`src/rtl/cg_pkg.sv`:
```
// rtl/cg_pkg.sv - shared FSM encoding and pass-geometry helpers for cg_result_writeback
package cg_pkg;

    typedef enum logic [1:0] {
        ST_IDLE = 2'd0,
        ST_RUN  = 2'd1,
        ST_DONE = 2'd2
    } wb_state_e;

    function automatic int total_beats(input int clusters, input int equations, input int units);
        return (clusters * equations + units - 1) / units;
    endfunction

    // Populated lanes in the final beat; 0 means the final beat is completely full.
    function automatic int last_beat_lanes(input int clusters, input int equations, input int units);
        return (clusters * equations) % units;
    endfunction

endpackage

```
`src/rtl/cg_result_writeback_if.sv`:
```
// rtl/cg_result_writeback_if.sv - ALU result beat stream in, result-memory write port out
interface cg_result_writeback_if #(
    parameter int data_width = 512,
    parameter int addr_width = 20
);
    logic                  in_valid;
    logic [data_width-1:0] in_data;
    logic                  in_ready;
    logic                  mem_ready;
    logic                  mem_we;
    logic [addr_width-1:0] mem_write_address;
    logic [data_width-1:0] mem_data;

    modport slave (
        input  in_valid, in_data, mem_ready,
        output in_ready, mem_we, mem_write_address, mem_data
    );

    modport master (
        output in_valid, in_data, mem_ready,
        input  in_ready, mem_we, mem_write_address, mem_data
    );
endinterface

```
`src/rtl/cg_wb_fifo.sv`:
```
// rtl/cg_wb_fifo.sv - order-preserving beat buffer; full/empty derive only from registered occupancy
module cg_wb_fifo #(
    parameter int width = 512,
    parameter int depth = 4
) (
    input  logic             clk,
    input  logic             reset,
    input  logic             clear,
    input  logic             push,
    input  logic [width-1:0] push_data,
    input  logic             pop,
    output logic [width-1:0] head,
    output logic             full,
    output logic             empty
);
    localparam int PW = $clog2(depth);

    logic [width-1:0] store [depth];
    logic [PW-1:0]    rd_ptr;
    logic [PW-1:0]    wr_ptr;
    logic [PW:0]      count;

    always_ff @(posedge clk) begin
        if (reset || clear) begin
            rd_ptr <= '0;
            wr_ptr <= '0;
            count  <= '0;
        end else begin
            if (push) wr_ptr <= wr_ptr + 1'b1;
            if (pop)  rd_ptr <= rd_ptr + 1'b1;
            if (push && !pop)      count <= count + 1'b1;
            else if (pop && !push) count <= count - 1'b1;
        end
    end

    always_ff @(posedge clk) begin
        if (push) store[wr_ptr] <= push_data;
    end

    assign head  = store[rd_ptr];
    assign full  = (count == (PW+1)'(depth));
    assign empty = (count == '0);
endmodule

```
`src/rtl/cg_result_writeback.sv`:
```
// rtl/cg_result_writeback.sv - buffers ALU result beats and writes one vector pass to result memory
// Optional: CG_WB_LAST_BEAT_MASK_EN zeroes the unpopulated lanes of the final beat.
module cg_result_writeback
    import cg_pkg::*;
#(
    parameter int element_width                   = 64,
    parameter int no_of_units                     = 8,
    parameter int number_of_clusters              = 40,
    parameter int number_of_equations_per_cluster = 19,
    parameter int memories_address_width          = 20,
    parameter int fifo_depth                      = 4
) (
    input  logic                         clk,
    input  logic                         reset,
    input  logic                         start,
    cg_result_writeback_if.slave         wb,
    output logic [31:0]                  written_count,
    output logic                         done
);
    localparam int DW          = no_of_units * element_width;
    localparam int TOTAL_BEATS = total_beats(number_of_clusters, number_of_equations_per_cluster, no_of_units);
    localparam int LAST_LANES  = last_beat_lanes(number_of_clusters, number_of_equations_per_cluster, no_of_units);
    localparam logic [31:0] TOTAL_W = 32'(TOTAL_BEATS);
    localparam logic [memories_address_width-1:0] LAST_ADDR = memories_address_width'(TOTAL_BEATS - 1);

    localparam logic [1:0] IDLE = ST_IDLE;
    localparam logic [1:0] RUN  = ST_RUN;
    localparam logic [1:0] DONE = ST_DONE;

    logic [1:0]                        state;
    logic [31:0]                       accepted_count;
    logic [memories_address_width-1:0] wr_addr;
    logic                              fifo_full;
    logic                              fifo_empty;
    logic [DW-1:0]                     fifo_head;
    logic [DW-1:0]                     lane_mask;
    logic                              open_pass;
    logic                              push;
    logic                              pop;

    assign open_pass    = (state == IDLE) && start;
    assign wb.in_ready  = (state == RUN) && !fifo_full && (accepted_count < TOTAL_W);
    assign push         = wb.in_valid && wb.in_ready;
    assign pop          = (state == RUN) && !fifo_empty && wb.mem_ready;
    assign wb.mem_we    = pop;
    assign wb.mem_write_address = wr_addr;
    assign done         = (state == DONE);

    cg_wb_fifo #(
        .width (DW),
        .depth (fifo_depth)
    ) u_fifo (
        .clk       (clk),
        .reset     (reset),
        .clear     (open_pass),
        .push      (push),
        .push_data (wb.in_data),
        .pop       (pop),
        .head      (fifo_head),
        .full      (fifo_full),
        .empty     (fifo_empty)
    );

    always_ff @(posedge clk) begin
        if (reset) begin
            state          <= IDLE;
            accepted_count <= '0;
            wr_addr        <= '0;
            written_count  <= '0;
        end else begin
            case (state)
                IDLE: begin
                    if (start) begin
                        state          <= RUN;
                        accepted_count <= '0;
                        wr_addr        <= '0;
                        written_count  <= '0;
                    end
                end
                RUN: begin
                    if (push) accepted_count <= accepted_count + 32'd1;
                    if (pop) begin
                        written_count <= written_count + 32'd1;
                        // Address parks on the last beat so it never wraps inside a pass.
                        if (wr_addr == LAST_ADDR) state   <= DONE;
                        else                      wr_addr <= wr_addr + 1'b1;
                    end
                end
                DONE:    state <= IDLE;
                default: state <= IDLE;
            endcase
        end
    end

`ifdef CG_WB_LAST_BEAT_MASK_EN
    always_comb begin
        lane_mask = '1;
        if (LAST_LANES != 0 && wr_addr == LAST_ADDR) begin
            for (int i = 0; i < no_of_units; i++) begin
                if (i >= LAST_LANES) lane_mask[i*element_width +: element_width] = '0;
            end
        end
    end
`else
    assign lane_mask = '1;
`endif

    // Storage is not reset, so present zero whenever nothing is buffered.
    assign wb.mem_data = fifo_empty ? '0 : (fifo_head & lane_mask);
endmodule
```
`src/flat_wrapper.sv`:
```
// flat-port wrapper written by rule: the top's interface ports become plain ports
module cg_result_writeback_flat import cg_pkg::*;
#(
    parameter int element_width                   = 64,
    parameter int no_of_units                     = 8,
    parameter int number_of_clusters              = 40,
    parameter int number_of_equations_per_cluster = 19,
    parameter int memories_address_width          = 20,
    parameter int fifo_depth                      = 4
)
  (clk, reset, start, written_count, done, wb_in_valid, wb_in_data, wb_mem_ready, wb_in_ready, wb_mem_we, wb_mem_write_address, wb_mem_data);
  cg_result_writeback_if wb_i ();
  input  logic clk;
  input  logic reset;
  input  logic start;
  output logic [31:0] written_count;
  output logic done;
  input wire logic [$bits(wb_i.in_valid)-1:0] wb_in_valid;
  input wire logic [$bits(wb_i.in_data)-1:0] wb_in_data;
  input wire logic [$bits(wb_i.mem_ready)-1:0] wb_mem_ready;
  output wire logic [$bits(wb_i.in_ready)-1:0] wb_in_ready;
  output wire logic [$bits(wb_i.mem_we)-1:0] wb_mem_we;
  output wire logic [$bits(wb_i.mem_write_address)-1:0] wb_mem_write_address;
  output wire logic [$bits(wb_i.mem_data)-1:0] wb_mem_data;
  assign wb_i.in_valid = wb_in_valid;
  assign wb_i.in_data = wb_in_data;
  assign wb_i.mem_ready = wb_mem_ready;
  assign wb_in_ready = wb_i.in_ready;
  assign wb_mem_we = wb_i.mem_we;
  assign wb_mem_write_address = wb_i.mem_write_address;
  assign wb_mem_data = wb_i.mem_data;
  cg_result_writeback #(.element_width(element_width), .no_of_units(no_of_units), .number_of_clusters(number_of_clusters), .number_of_equations_per_cluster(number_of_equations_per_cluster), .memories_address_width(memories_address_width), .fifo_depth(fifo_depth)) u_core (.clk(clk), .reset(reset), .start(start), .wb(wb_i), .written_count(written_count), .done(done));
endmodule
```
`config.mk`:
```
export PLATFORM = sky130hd
export DESIGN_NAME = cg_result_writeback_flat
export DESIGN_NICKNAME = d
export VERILOG_FILES = /design/src/rtl/cg_pkg.sv /design/src/rtl/cg_result_writeback_if.sv /design/src/rtl/cg_wb_fifo.sv /design/src/rtl/cg_result_writeback.sv /design/src/flat_wrapper.sv
export SDC_FILE = /design/constraint.sdc
export NUM_CORES = 2
export LEC_CHECK = 0
export CORE_MARGIN = 1.5
export CORE_UTILIZATION = 45
export DETAILED_ROUTE_END_ITERATION = 8
export PLACE_DENSITY = 0.67
export SETUP_SLACK_MARGIN = 0.5
export SYNTH_ARGS = -nofsm -noshare
export SYNTH_HDL_FRONTEND = slang
export SYNTH_HIERARCHICAL = 1
export SYNTH_SLANG_ARGS = --single-unit
```
`constraint.sdc`:
```
create_clock -name clk -period 21 [get_ports clk]
set_clock_uncertainty 0.2 [all_clocks]
set_input_delay 3.15 -clock clk [delete_from_list [all_inputs] [get_ports clk]]
set_output_delay 3.15 -clock clk [all_outputs]
set_load 0.02 [all_outputs]
```
==> run metrics <==
Critical Path RT 17.65 ns; Die Ht 428 um; R2R Path End u_core/u_fifo/store[3][34]$_DFFE_PP_; via count 40605; Synthesized Nets 4224; CP max FO 65; Post-DP HPWL 127000 um; hold_buf cts 0; sequential fraction of the synthesis area 0.778; async set or reset register ratio after synthesis 0; hold path start u_core/accepted_count[6]$_SDFFE_PP0P_; final wirelength 200000 um; CTS tree built; FP Rows 155; Post-CTS Setup Bufs 0; max-slew violations 0; Core ar. 179000 um2; Syn. warnings 6; Die ar. 184000 um2; Crit path arrival time 6.51 ns; average size of a mapped cell 22.0 um2; initial antenna violation count 61; Peak Freq 101 MHz; drt wl/cell 26.9 um; setup TNS 0 ns; vias in the first global route 41524; Root Buffer clkbuf_16; final hold viol count 0; clk slew on worst S/H paths 0.06 ns; # clock sinks 2143; peak supply drop 0.0000858 V; Reg2Reg Setup Slack 14.29 ns; post-layout util 0.565; Startpoint Class register; PnR worst setup slack 11.14 ns; #FFs+latches synth 2143; max-cap viol count 0; Hold Path Cell Cnt 2; GRT Residual Overflow 0; DRT Pass-1 Iters 5; layout cells sized above 1 0.169; initial detailed-routing violation count 3025; Max clock buf depth 3; Netlist Area Pre-Place 81500 um2; Slew @ Worst Pin 1.18 ns; Most used DFF post-synth edfxtp_1; via/cell ratio 5.48; DP Area 94500 um2; Place WS 11.80 ns; Hold WC Path Type reg2reg; Layout area overhead 24.2%; All-Layer GR Usage 0.214; Port Buffers 1083; synthesized instance count 3697; Pleak 30.9 nW; Setup CP Type reg2out; GP Congestion 0.868; RSZ-0062 raised after global routing no; Reg2Reg Depth 9; RR Startpoint u_core/state[0]$_SDFFE_PP0P_; clk_lat worst skew 0.83 ns; Power per Cell Area 90.1 nW/um2; status finished clean; Initial Utilization 0.455; Final ANT Viol Nets 0; largest net degree at the start of global routing 169; DRC 0; max_slew headroom 0.212; htree depth 4; Netlist cell types 45; # IOs 1084; first-pass GRT wire length 288000 um; crit share post-route 0.470; Design Area, Final 101000 um2; die width 428 um; hold worst-path end u_core/accepted_count[6]$_SDFFE_PP0P_; fin crit period 9.86 ns; PostCTS Resize Cnt 0; fin nets 5385; final setup fails 0; endpoint class of the critical path output pin; CTS buffer count 211; EDFF count, synth 2048
flip-flops by register name (all words and copies together), names as in the netlist, named ones only:
signal                       flops
u_core/u_fifo/rd_ptr             2
u_core/written_count            32
u_core/u_fifo/count              3
u_core/u_fifo/wr_ptr             2
u_core/state                     2
u_core/accepted_count           32
u_core/wb.mem_write_address     20
u_core/u_fifo/store           2048
worst max-delay path, stage by stage (launching register included):
cell,delay [ns]
dfxtp_4,0.95
buf_4,0.84
buf_4,0.84
buf_4,0.68
buf_4,0.78
mux4_2,0.44
nor2b_1,0.17
clkdlybuf4s50_1,0.66
cell usage after synthesis, types with 11 or more instances:
cell,instances,area share
nand3_1,17,0.0010
buf_2,52,0.0032
a21oi_1,17,0.0010
clkbuf_1,77,0.0035
buf_6,40,0.0055
or3_1,11,0.00084
dfxtp_1,95,0.023
nor4_1,11,0.00084
mux4_2,512,0.14
and2_1,34,0.0026
xor2_1,32,0.0034
xnor2_1,13,0.0014
nor2_1,58,0.0027
inv_1,12,0.00055
nand2_1,29,0.0013
edfxtp_1,2048,0.76
nor2b_1,515,0.040
buf_8,14,0.0026
o21ai_0,14,0.00086
nand4_1,33,0.0025
cell usage in the layout (no fill, tap or decap), types with 13 or more instances in the layout:
cell type	synthesis	routed
clkbuf_16	0	214
edfxtp_1	2048	2048
clkbuf_1	77	65
nand2_1	29	29
clkinv_1	0	52
clkinv_2	0	23
o21ai_0	14	14
xnor2_1	13	13
buf_4	3	42
xor2_1	32	32
dfxtp_1	95	93
clkdlybuf4s50_1	0	1083
nor2_1	58	58
a21oi_1	17	17
nor2b_1	515	515
nand3_1	17	17
nand4_1	33	33
diode_2	0	26
and2_1	34	30
mux4_2	512	512
final cells by class:
| type | count | area [um2] |
|---|---|---|
| Antenna cell | 26 | 65.1 |
| Clock buffer | 286 | 5670 |
| Clock inverter | 103 | 908 |
| Fill cell | 13379 | 78000 |
| Inverter | 13 | 48.8 |
| Multi-Input combinational cell | 1354 | 16800 |
| Sequential cell | 2143 | 63400 |
| Tap cell | 2355 | 2950 |
| Timing Repair Buffer | 1135 | 11400 |
kinds of logic (layout without fill, tap and decap cells):
family,count (synthesis),count (layout),synth area share
fa+ha+maj,10,10,0.00163
compound gates,37,37,0.00258
xor+xnor,45,45,0.00484
simple gates,748,748,0.0550
buf+inv,200,1537,0.0158
other cells,0,26,0
mux,514,514,0.142
flops,2143,2143,0.778
how the worst max path moves through the flow:
stage,start,slack (ns),depth (start not counted),end
floorplan,wb_in_valid,4.30,3,u_core/u_fifo/store[0][0]$_DFFE_PP_
global placement,wb_in_valid,11.80,9,u_core/u_fifo/store[3][98]$_DFFE_PP_
detailed placement,wb_in_valid,11.80,9,u_core/u_fifo/store[3][42]$_DFFE_PP_
CTS,register,10.87,8,wb_mem_data[381]
global route,register,10.61,8,wb_mem_data[346]
finish,register,11.14,7,wb_mem_data[324]
metal layers:
| metal | wire length, um | vias up | GRT usage |
|---|---|---|---|
| met1 | 76900 | 21461 | 0.264 |
| li1 | - | 17365 | - |
| met5 | 253 | - | 0 |
| met4 | 8180 | 36 | 0.0869 |
| met2 | 101000 | 1353 | 0.357 |
| met3 | 13600 | 390 | 0.0586 |
through the flow:
| step | power (W) | hold WS [ns] | cells |
|---|---|---|---|
| finish | 0.00912 | 0.256 | 7415 |
| global route | 0.00938 | 0.274 | 7411 |
| CTS | 0.00920 | 0.253 | 7389 |
| detailed placement | 0.00563 | 0.245 | 7000 |
| global placement | 0.00563 | 0.237 | 7000 |
| floorplan | 0.00521 | 0.227 | 3697 |
report_power, final:
part / leakage (nW) / total [W] / switching (W) / internal, W
registers: 19.3 / 0.00476 / 0.0000130 / 0.00474
logic: 8.43 / 0.000783 / 0.000438 / 0.000345
clock network: 3.19 / 0.00358 / 0.00155 / 0.00203
No activity file was read; power rests on OpenSTA's default activity.
